--- src/rtl/csa_accumulator_pkg.sv ---
// Shared types and helpers for the carry-save streaming accumulator.
package csa_pkg;

    typedef enum logic [1:0] {ACC, FIN, OUT} state_t;

    // Default configuration; the accumulator recomputes these from its own parameters.
    localparam int DEF_WIDTH  = 16;
    localparam int DEF_ACC_W  = 24;
    localparam int CLA_BLOCKS = DEF_ACC_W / 4;
    localparam int OVF_LIMIT  = 2 ** (DEF_ACC_W - DEF_WIDTH);

    // Widest accumulator the extension helper supports.
    localparam int MAX_W = 64;

    // Sign- or zero-extend the low `width` bits of v to MAX_W bits.
    function automatic logic [MAX_W-1:0] extend(input logic [MAX_W-1:0] v,
                                                input int width, input bit sgn);
        logic [MAX_W-1:0] r;
        r = v;
        for (int i = 0; i < MAX_W; i++)
            if (i >= width) r[i] = sgn & v[width-1];
        return r;
    endfunction

endpackage

--- src/rtl/csa_accumulator_if.sv ---
// Input beat and result handshakes of the accumulator.
interface csa_accumulator_if #(
    parameter int WIDTH = 16,
    parameter int LANES = 2,
    parameter int ACC_W = 24,
    parameter int CNT_W = ACC_W - WIDTH + 1
);
    logic                   in_valid;
    logic                   in_ready;
    logic [LANES*WIDTH-1:0] in_data;
    logic [LANES-1:0]       in_mask;
    logic                   in_last;
    logic                   out_valid;
    logic                   out_ready;
    logic [ACC_W-1:0]       out_sum;
    logic [CNT_W-1:0]       out_count;
    logic                   out_ovf;

    modport master (output in_valid, in_data, in_mask, in_last, out_ready,
                    input  in_ready, out_valid, out_sum, out_count, out_ovf);
    modport slave  (input  in_valid, in_data, in_mask, in_last, out_ready,
                    output in_ready, out_valid, out_sum, out_count, out_ovf);
endinterface

--- src/rtl/csa_accumulator_row.sv ---
// One 3:2 compressor row: bitwise full adders, carry returned unshifted.
module csa_row #(
    parameter int W = 24
) (
    input  logic [W-1:0] a,
    input  logic [W-1:0] b,
    input  logic [W-1:0] c,
    output logic [W-1:0] sum,
    output logic [W-1:0] carry
);
    assign sum   = a ^ b ^ c;
    assign carry = (a & b) | (a & c) | (b & c);
endmodule

--- src/rtl/csa_accumulator.sv ---
// Streaming multi-operand accumulator: redundant S/C across beats, CLA resolve at packet end.
module csa_accumulator
    import csa_pkg::*;
#(
    parameter int WIDTH  = DEF_WIDTH,
    parameter int LANES  = 2,
    parameter int ACC_W  = DEF_ACC_W,
    parameter int SIGNED = 0,
    parameter int CNT_W  = ACC_W - WIDTH + 1
) (
    input logic              clk,
    input logic              rst_n,
    csa_accumulator_if.slave bus
);
    localparam int CLA_N = ACC_W / 4;
    localparam logic [CNT_W:0] OVF_LIM = (CNT_W+1)'(1) << (ACC_W - WIDTH);

    state_t           state;
    logic [ACC_W-1:0] s_q, c_q;
    logic [CNT_W-1:0] cnt_q;
    logic [ACC_W-1:0] out_sum_q;
    logic [CNT_W-1:0] out_count_q;
    logic             out_ovf_q;

    logic [LANES-1:0][ACC_W-1:0] lane_ext;
    logic [LANES-1:0][ACC_W-1:0] cy_raw;
    logic [LANES:0][ACC_W-1:0]   s_ch, c_ch;

    assign s_ch[0] = s_q;
    assign c_ch[0] = c_q;

    // Per-lane extension followed by one compressor row; carry is shifted into the next row.
    for (genvar k = 0; k < LANES; k++) begin : g_lane
        logic [MAX_W-1:0] raw;
        assign raw         = MAX_W'(bus.in_data[k*WIDTH +: WIDTH]);
        assign lane_ext[k] = bus.in_mask[k] ? ACC_W'(extend(raw, WIDTH, SIGNED != 0)) : '0;

        csa_row #(.W(ACC_W)) u_row (
            .a     (s_ch[k]),
            .b     (c_ch[k]),
            .c     (lane_ext[k]),
            .sum   (s_ch[k+1]),
            .carry (cy_raw[k])
        );
        assign c_ch[k+1] = cy_raw[k] << 1;
    end

    // Popcount of enabled lanes and saturating operand counter update.
    logic [2:0]       pop;
    logic [CNT_W:0]   cnt_sum;
    logic [CNT_W-1:0] cnt_nxt;
    always_comb begin
        pop = '0;
        for (int i = 0; i < LANES; i++) pop = pop + 3'(bus.in_mask[i]);
    end
    assign cnt_sum = {1'b0, cnt_q} + (CNT_W+1)'(pop);
    assign cnt_nxt = cnt_sum[CNT_W] ? '1 : cnt_sum[CNT_W-1:0];

    // Resolve S + C through chained 4-bit lookahead blocks; the top carry-out is dropped.
    logic [CLA_N-1:0] cla_c;
    logic [ACC_W-1:0] cla_sum;
    assign cla_c[0] = 1'b0;
    for (genvar b = 0; b < CLA_N; b++) begin : g_cla
        logic [3:0] g, p, cc;
        assign g     = s_q[4*b +: 4] & c_q[4*b +: 4];
        assign p     = s_q[4*b +: 4] ^ c_q[4*b +: 4];
        assign cc[0] = cla_c[b];
        assign cc[1] = g[0] | (p[0] & cc[0]);
        assign cc[2] = g[1] | (p[1] & g[0]) | (p[1] & p[0] & cc[0]);
        assign cc[3] = g[2] | (p[2] & g[1]) | (p[2] & p[1] & g[0]) | (p[2] & p[1] & p[0] & cc[0]);
        assign cla_sum[4*b +: 4] = p ^ cc;
        if (b < CLA_N - 1) begin : g_co
            assign cla_c[b+1] = g[3] | (p[3] & g[2]) | (p[3] & p[2] & g[1]) |
                                (p[3] & p[2] & p[1] & g[0]) | (p[3] & p[2] & p[1] & p[0] & cc[0]);
        end
    end

    // Packet FSM: accumulate, resolve for one cycle, then hold the result until taken.
    always_ff @(posedge clk or negedge rst_n) begin
        if (!rst_n) begin
            state       <= ACC;
            s_q         <= '0;
            c_q         <= '0;
            cnt_q       <= '0;
            out_sum_q   <= '0;
            out_count_q <= '0;
            out_ovf_q   <= 1'b0;
        end else begin
            case (state)
                ACC: if (bus.in_valid) begin
                    s_q   <= s_ch[LANES];
                    c_q   <= c_ch[LANES];
                    cnt_q <= cnt_nxt;
                    if (bus.in_last) state <= FIN;
                end
                FIN: begin
                    out_sum_q   <= cla_sum;
                    out_count_q <= cnt_q;
                    out_ovf_q   <= {1'b0, cnt_q} > OVF_LIM;
                    state       <= OUT;
                end
                OUT: if (bus.out_ready) begin
                    s_q   <= '0;
                    c_q   <= '0;
                    cnt_q <= '0;
                    state <= ACC;
                end
                default: state <= ACC;
            endcase
        end
    end

    assign bus.in_ready  = (state == ACC);
    assign bus.out_valid = (state == OUT);
    assign bus.out_sum   = out_sum_q;
    assign bus.out_count = out_count_q;
    assign bus.out_ovf   = out_ovf_q;

endmodule

--- src/flat_wrapper.sv ---
// flat-port wrapper written by rule: the top's interface ports become plain ports
module csa_accumulator_flat import csa_pkg::*;
#(
    parameter int WIDTH  = DEF_WIDTH,
    parameter int LANES  = 2,
    parameter int ACC_W  = DEF_ACC_W,
    parameter int SIGNED = 0,
    parameter int CNT_W  = ACC_W - WIDTH + 1
)
  (clk, rst_n, bus_in_valid, bus_in_data, bus_in_mask, bus_in_last, bus_out_ready, bus_in_ready, bus_out_valid, bus_out_sum, bus_out_count, bus_out_ovf);
  csa_accumulator_if #(.WIDTH(WIDTH), .LANES(LANES), .ACC_W(ACC_W), .CNT_W(CNT_W)) bus_i ();
  input logic clk;
  input logic rst_n;
  input wire logic [$bits(bus_i.in_valid)-1:0] bus_in_valid;
  input wire logic [$bits(bus_i.in_data)-1:0] bus_in_data;
  input wire logic [$bits(bus_i.in_mask)-1:0] bus_in_mask;
  input wire logic [$bits(bus_i.in_last)-1:0] bus_in_last;
  input wire logic [$bits(bus_i.out_ready)-1:0] bus_out_ready;
  output wire logic [$bits(bus_i.in_ready)-1:0] bus_in_ready;
  output wire logic [$bits(bus_i.out_valid)-1:0] bus_out_valid;
  output wire logic [$bits(bus_i.out_sum)-1:0] bus_out_sum;
  output wire logic [$bits(bus_i.out_count)-1:0] bus_out_count;
  output wire logic [$bits(bus_i.out_ovf)-1:0] bus_out_ovf;
  assign bus_i.in_valid = bus_in_valid;
  assign bus_i.in_data = bus_in_data;
  assign bus_i.in_mask = bus_in_mask;
  assign bus_i.in_last = bus_in_last;
  assign bus_i.out_ready = bus_out_ready;
  assign bus_in_ready = bus_i.in_ready;
  assign bus_out_valid = bus_i.out_valid;
  assign bus_out_sum = bus_i.out_sum;
  assign bus_out_count = bus_i.out_count;
  assign bus_out_ovf = bus_i.out_ovf;
  csa_accumulator #(.WIDTH(WIDTH), .LANES(LANES), .ACC_W(ACC_W), .SIGNED(SIGNED), .CNT_W(CNT_W)) u_core (.clk(clk), .rst_n(rst_n), .bus(bus_i));
endmodule
--- config.mk ---
export PLATFORM = sky130hd
export DESIGN_NAME = csa_accumulator_flat
export DESIGN_NICKNAME = d
export VERILOG_FILES = /design/src/rtl/csa_accumulator_pkg.sv /design/src/rtl/csa_accumulator_if.sv /design/src/rtl/csa_accumulator_row.sv /design/src/rtl/csa_accumulator.sv /design/src/flat_wrapper.sv
export SDC_FILE = /design/constraint.sdc
export NUM_CORES = 1
export LEC_CHECK = 0
export CAP_MARGIN = 0
export CORE_MARGIN = 4
export CORE_UTILIZATION = 30
export DETAILED_ROUTE_END_ITERATION = 10
export SYNTH_ARGS = -nofsm -noshare
export SYNTH_HDL_FRONTEND = slang
export SYNTH_HIERARCHICAL = 1
export SYNTH_SLANG_ARGS = --single-unit
export TNS_END_PERCENT = 100
--- constraint.sdc ---
create_clock -name clk -period 4.35 [get_ports clk]
set_input_delay 0.87 -clock clk [delete_from_list [all_inputs] [get_ports clk]]
set_output_delay 0.87 -clock clk [all_outputs]
set_load 0.01 [all_outputs]
==> results by group, run 1 <==
Final layout
  • Final #Nets: 673
  • Fin cells: 790
  • Multi-input gate area: 3240 µm²
  • Antenna Cells: 0
  • FF+latch area: 2300 µm²
  • Design Area, Final: 6960 µm²
  • Area Overhead vs Synth: 24.7%
  • Proportion of layout cells with a drive suffix above 1: 6.60%
  • Fillers: 1712

Drt
  • Via density: 4.89
  • Wire length per cell: 16.1 µm
  • WL final: 12700 µm
  • # DRC: 0
  • Vias: 3864
  • DRT Pass-1 Iters: 4
  • Antenna Violating Nets Remaining: 0
  • Initial DRC count: 196

Floorplanning
  • Row count: 49
  • Core Area: 18100 µm²
  • Initial core utilization: 30.8%
  • IO Pins: 75
  • Die X: 144 µm
  • Die height: 144 µm
  • Die area: 20900 µm²

Clock network
  • Clock Path Buffers: 2
  • Post-CTS setup buffers: 0
  • Sink Count: 92
  • Cts repair resizes: 0
  • TritonCTS clock tree: done
  • Clock buffer count from CTS: 9
  • Post-CTS Hold Buffers: 0
  • Clock latency on the worst-skew pair: 0.35 ns
  • Clk slew on worst S/H paths: 0.07 ns
  • CTS root buffer: clkbuf_16
  • H-tree depth: 3

STA
  • Pins over their slew limit: 0
  • Tcrit/Tclk final: 68.0%
  • RSZ-0062 raised after global routing: no
  • Tightest Pin Transition: 0.947 ns
  • Fin. Hold Viols: 0
  • Finish-stage setup viols: 0
  • Relative slew slack: 36.8%
  • Setup Skew: 0.00685 ns
  • Tmin final: 2.96 ns
  • Setup TNS Final: 0 ns
  • Peak Freq: 0.338 GHz

Worst setup path
  • CP Launch Type: primary input
  • Worst Path Arrival: 3.23 ns
  • Data required, critical path: 4.62 ns
  • Crit. End Element: flip-flop
  • Critical path class: in2reg
  • Crit Path Max Fanout: 17

Yosys
  • Cell variety after synth: 44
  • Synth area leaders: dfrtp_1 (41%), fa_1 (20%), a22o_1 (8.0%), ha_1 (5.2%), and2_1 (3.7%)
  • Mapped Cells: 466
  • Number of flops mapped to enable cells by yosys: 0
  • Post-synthesis sequential area ratio: 41.2%
  • Yosys top cell by area: dfrtp_1
  • Syn Area/Cell: 12.0 µm²
  • Ys async rst share: 100%
  • Synth top area share: 41.2%
  • Synth warn: 6
  • Synthesis-stage register bit count: 92
  • Prevailing post-synth register cell: dfrtp_1
  • Post-Syn Area: 5580 µm²

Global routing
  • Vias in the first global route: 4263
  • Total GRT Usage: 13.2%
  • Largest net degree at the start of global routing: 74
  • Initial antenna violation count: 0
  • First-pass GRT wire length: 21600 µm
  • Grt ovf: 0

Placed design
  • Port-buffer cells: 74
  • Placed cell area: 6670 µm²
  • Placer congestion estimate: 0.816
  • Placed cell count: 774
  • DP HPWL: 9420 µm

Power and ir drop
  • Leak pwr: 3.16 nW
  • Max VDD drop: 243 µV
  • Power Dens Cells: 657 nW/µm²

Flow run
  • Max-cap viol count: 0

Run status
  • Outcome: finished, final reports clean

Min path
  • HP Class: reg2reg
## registers in the layout (all words and copies together), names as in the netlist
signal	cells
u_core/cnt_q	9
u_core/bus.out_ovf	1
u_core/state	2
u_core/bus.out_sum	24
u_core/s_q	24
u_core/c_q	23
u_core/bus.out_count	9
## cells by family (layout without fill, tap and decap cells)
family / Yosys count / after routing / share of synthesized area [%]
compound gates: 128 / 128 / 17.0
simple gates: 107 / 107 / 9.72
flops: 92 / 92 / 41.2
fa+ha+maj: 78 / 78 / 24.9
buf+inv: 33 / 111 / 2.22
mux: 15 / 15 / 3.02
xor+xnor: 12 / 12 / 1.88
other cells: 1 / 18 / 0.0672
## routing by layer
layer | GRT usage (%) | up-vias | part of all wire (%)
met1 | 17.6 | 1964 | 45
met4 | 4.07 | 0 | 1.2
met3 | 3.08 | 13 | 4.9
met2 | 21.4 | 70 | 49
met5 | 0 | - | 0
li1 | - | 1817 | -
## report_power, final
group          internal [W]  switching (W)  total [W]  leakage (nW)
clock network      0.000426       0.000364   0.000790         0.140
registers           0.00119       0.000354    0.00154          1.19
logic               0.00117        0.00107    0.00224          1.83
total               0.00278        0.00179    0.00457          3.16
## cells in the final DEF, fill, tap and decap left out, types with 2 or more instances in the layout
cell type,count
a211o_1,2
a21o_1,4
a21oi_1,12
a21oi_2,3
a22o_1,51
and2_1,32
and3_1,5
buf_4,7
clkbuf_16,9
clkbuf_8,2
clkdlybuf4s50_1,73
clkinvlp_4,2
conb_1,18
dfrtp_1,92
fa_1,55
ha_1,23
inv_1,15
mux2_1,11
mux2_2,4
nand2_1,40
nand3_1,9
nand4_1,3
nor2_1,8
nor3_1,2
nor3b_1,2
o211ai_1,3
o21a_1,5
o21ai_0,10
o21ai_1,23
o21bai_1,2
o31ai_1,2
or4_1,2
xnor2_1,9
xor2_1,3
## through the flow
stage	total power, W	worst slack [ns]	util (%)	hold slack, ns
finish	0.00457	1.39	38.4	0.486
detailed placement	0.00383	1.01	36.7	0.480
CTS	0.00465	1.39	38.4	0.495
global placement	0.00373	1.12	36.7	0.470
floorplan	0.00308	1.70	-	0.512
global route	0.00503	1.22	38.4	0.501
## final timing paths
check                                  startpoint  depth (start not counted)                      to  slack [ns]
max reg2reg                         u_core/c_q[3]                          9  u_core/bus.out_sum[20]        1.47
max                                bus_in_mask[0]                         10         u_core/cnt_q[0]        1.39
min in group asynchronous                   rst_n                          1   u_core/bus.out_sum[6]        0.66
min reg2reg                u_core/bus.out_sum[11]                          2  u_core/bus.out_sum[11]        0.49
max in group asynchronous                   rst_n                          2  u_core/bus.out_sum[12]        2.86
min                        u_core/bus.out_sum[11]                          2  u_core/bus.out_sum[11]        0.49
## critical path, stage by stage
cell             delay, ns
clkdlybuf4s50_1       0.45
buf_4                 0.21
inv_1                 0.09
fa_1                  0.47
nor2_1                0.18
and3_1                0.19
and3_1                0.22
nand3_1               0.23
a21o_1                0.24
o21ai_1               0.07
## synth_stat cells, types with 3 or more instances
cell,n
clkbuf_1,17
a22o_1,51
a21oi_1,13
ha_1,23
a21oi_2,3
dfrtp_1,92
nor2_1,8
nand4_1,3
o21ai_1,23
mux2_2,4
xnor2_1,9
xor2_1,3
nand2_1,40
nand3_1,9
a21o_1,4
o211ai_1,3
inv_1,15
o21a_1,5
and2_1,33
o21ai_0,10
mux2_1,11
fa_1,55
and3_1,5
## layout make-up
class	instances	share of cell area [%]
clock buffer	11	3.63
clock inverter	5	0.629
inverter	15	0.809
multi-input combinational	358	46.5
sequential	92	33.1
tap	229	4.12
timing repair buffer	80	11.3
(Power assumes the default switching activity.)
==> run 2: changes to the inputs <==
Clock period 4.35 ns to 3.1 ns, I/O delays scaled along.
==> run 2 against run 1 <==
Against the previous run: die area unchanged; total power is 40% higher; register-to-register slack worse by 1.1 ns; largest power group unchanged; core utilization barely moved; largest cell class unchanged.
==> results by group, run 2 (synthesis results as in run 1) <==
Power and ir drop
  • Switching power: 0.00251 W (was 0.00179 W)
  • Power Dens Cells: 920 nW/µm² (was 657 nW/µm²)
  • Max VDD drop: 323 µV (was 243 µV)
  • Int Power: 0.00389 W (was 0.00278 W)
  • Sw Share: 39.3% (was 39.2%)
  • Leak pwr: 3.16 nW (about the same)
  • Combinational share of power: 50.0% (was 49.0%)
  • Sequential fraction of design power: 33.8% (about the same)
  • Clock power share: 16.2% (was 17.3%)

Final layout
  • Antenna Cells: 0 (unchanged)
  • Proportion of layout cells with a drive suffix above 1: 6.22% (was 6.60%)
  • Most frequent cells in the layout: dfrtp_1 (92), clkdlybuf4s50_1 (73), fa_1 (55) (unchanged)
  • Commonest non-fill, non-tap cell in the layout: dfrtp_1 (unchanged)
  • Fin cells: 792 (was 790)
  • Area Overhead vs Synth: 24.6% (was 24.7%)
  • Final #Nets: 675 (was 673)

Drt
  • Initial DRC count: 212 (was 196)
  • WL final: 13100 µm (was 12700 µm)
  • Wire length per cell: 16.6 µm (was 16.1 µm)
  • # DRC: 0 (unchanged)
  • Via density: 4.96 (was 4.89)
  • Antenna Violating Nets Remaining: 0 (unchanged)
  • DRT Pass-1 Iters: 4 (unchanged)
  • Vias: 3927 (was 3864)

STA
  • Tmin final: 2.73 ns
  • Setup Skew: 0.00831 ns (was 0.00685 ns)
  • Peak Freq: 0.366 GHz
  • Tightest Pin Transition: 0.999 ns (was 0.947 ns)
  • RSZ-0062 raised after global routing: no (unchanged)
  • Fin. Hold Viols: 0 (unchanged)
  • Pins over their slew limit: 0 (unchanged)
  • Finish-stage setup viols: 0 (unchanged)
  • Setup ws final: 0.369 ns (was 1.39 ns)
  • Setup TNS Final: 0 ns (unchanged)
  • Relative slew slack: 33.4% (was 36.8%)
  • Tcrit/Tclk final: 88.1%

Worst setup path
  • Data required, critical path: 3.33 ns (was 4.62 ns)
  • CP Launch Type: flip-flop (was primary input)
  • Critical Path Max Stage Delay: 0.42 ns (was 0.47 ns)
  • Critical path class: reg2reg (was in2reg)
  • Crit Path Max Fanout: 4 (was 17)
  • Slowest cell on the critical path: dfrtp_1 (was fa_1)
  • Worst path cell trace: ha_1, nand3_1, o22ai_1, nand4_1, a21o_1, nand2_1, a21o_1, fa_1, mux2_1 (was clkdlybuf4s50_1, buf_4, inv_1, fa_1, nor2_1, and3_1, and3_1, nand3_1, a21o_1, o21ai_1)
  • Worst Path Arrival: 2.96 ns (was 3.23 ns)
  • Cell mode on critical path: a21o_1 (was and3_1)
  • Crit. End Element: flip-flop (unchanged)

Global routing
  • First-pass GRT wire length: 22100 µm (was 21600 µm)
  • Total GRT Usage: 13.6% (was 13.2%)
  • Grt ovf: 0 (unchanged)
  • Vias in the first global route: 4240 (was 4263)
  • Largest net degree at the start of global routing: 57 (was 74)
  • Initial antenna violation count: 0 (unchanged)

Placed design
  • Placed cell count: 776 (was 774)
  • Placer congestion estimate: 0.855 (was 0.816)
  • Port-buffer cells: 74 (unchanged)
  • DP HPWL: 9560 µm (was 9420 µm)
  • Place WS: 0.212 ns (was 1.01 ns)

Floorplanning
  • Core Area: 18100 µm² (unchanged)
  • IO Pins: 75 (unchanged)
  • Initial core utilization: 30.8% (unchanged)
  • Die X: 144 µm (unchanged)
  • Die height: 144 µm (unchanged)
  • Row count: 49 (unchanged)
  • Die area: 20900 µm² (unchanged)

Clock network
  • Post-CTS setup buffers: 0 (unchanged)
  • Post-CTS Hold Buffers: 0 (unchanged)
  • Clock buffer count from CTS: 9 (unchanged)
  • TritonCTS clock tree: done (unchanged)
  • Sink Count: 92 (unchanged)
  • H-tree depth: 3 (unchanged)
  • Clk slew on worst S/H paths: 0.06 ns (was 0.07 ns)
  • Clock latency on the worst-skew pair: 0.35 ns (about the same)
  • Cts repair resizes: 0 (unchanged)
  • CTS root buffer: clkbuf_16 (unchanged)
  • Clock Path Buffers: 2 (unchanged)

Flow run
  • Max-cap viol count: 0 (unchanged)

Run status
  • Outcome: finished, final reports clean (unchanged)

Min path
  • HP Class: in2async (was reg2reg)
-- run 2: cell types whose count changed in the layout (fill, tap and decap cells not counted), sizes merged --
cell      before  now
clkbuf        11   14
buf            7    9
clkinvlp       2    0
inv           17   15
clkinv         1    2
-- run 2: worst max-delay path, delay by kind of cell (launching register included) --
kind	cells	cell delay, ns
muxes	1	0.29
DFF	1	0.42
AOI/OAI and AO/OA	3	0.71
and+or+nand+nor	3	0.42
adders and majority gates	2	0.78
-- run 2: per-stage QoR --
stage	util, %	hold slack, ns	total power [W]	area, µm²
2_1_floorplan	-	0.324	0.00433	5650
3_5_place_dp	36.9	0.475	0.00542	6690
6_report	38.3	0.260	0.00640	6960
3_3_place_gp	36.9	0.472	0.00528	6690
4_1_cts	38.3	0.281	0.00651	6960
5_1_grt	38.3	0.299	0.00703	6960
-- run 2: layout make-up --
type	count	area, µm²
timing repair buffer	82	811
tap	229	287
multi-input combinational	358	3240
inverter	15	56.3
sequential	92	2300
fill	1746	11200
clock buffer	14	254
clock inverter	2	10.0
-- run 2: per-layer routing --
metal / part of all wire (%) / wire, µm / global-route usage (%) / vias up
met4: 2.2 / 289 / 5.65 / 0
li1: - / - / - / 1820
met5: 0 / 0 / 0 / -
met1: 44 / 5820 / 18.0 / 1994
met2: 48 / 6300 / 21.6 / 96
met3: 5.6 / 734 / 3.08 / 17
-- run 2: power groups by stage --
stage                     logic, W  registers [W]  clock network, W
after floorplan            0.00217        0.00215                 0
after global placement     0.00310        0.00218                 0
after detailed placement   0.00322        0.00220                 0
after CTS                  0.00326        0.00218           0.00107
after global routing       0.00364        0.00227           0.00112
final                      0.00320        0.00217           0.00104
-- run 2: path summary, 6_finish.rpt --
check / startpoint / cells after the start / slack (ns) / to
max in group asynchronous: rst_n / 2 / 2.17 / u_core/bus.out_sum[19]
min in group clk: u_core/bus.out_sum[3] / 2 / 0.48 / u_core/bus.out_sum[3]
hold reg to reg: u_core/bus.out_sum[3] / 2 / 0.48 / u_core/bus.out_sum[3]
setup reg to reg: u_core/s_q[3] / 9 / 0.37 / u_core/bus.out_sum[20]
setup / recovery: u_core/s_q[3] / 9 / 0.37 / u_core/bus.out_sum[20]
hold / removal: rst_n / 1 / 0.26 / u_core/s_q[9]
==> run 3: changes to the inputs <==
Settings changed: CAP_MARGIN 0 to 20, TNS_END_PERCENT 100 to not set.
==> results of run 3 <==
Final layout, timing and power as in run 2 (identical DEF).
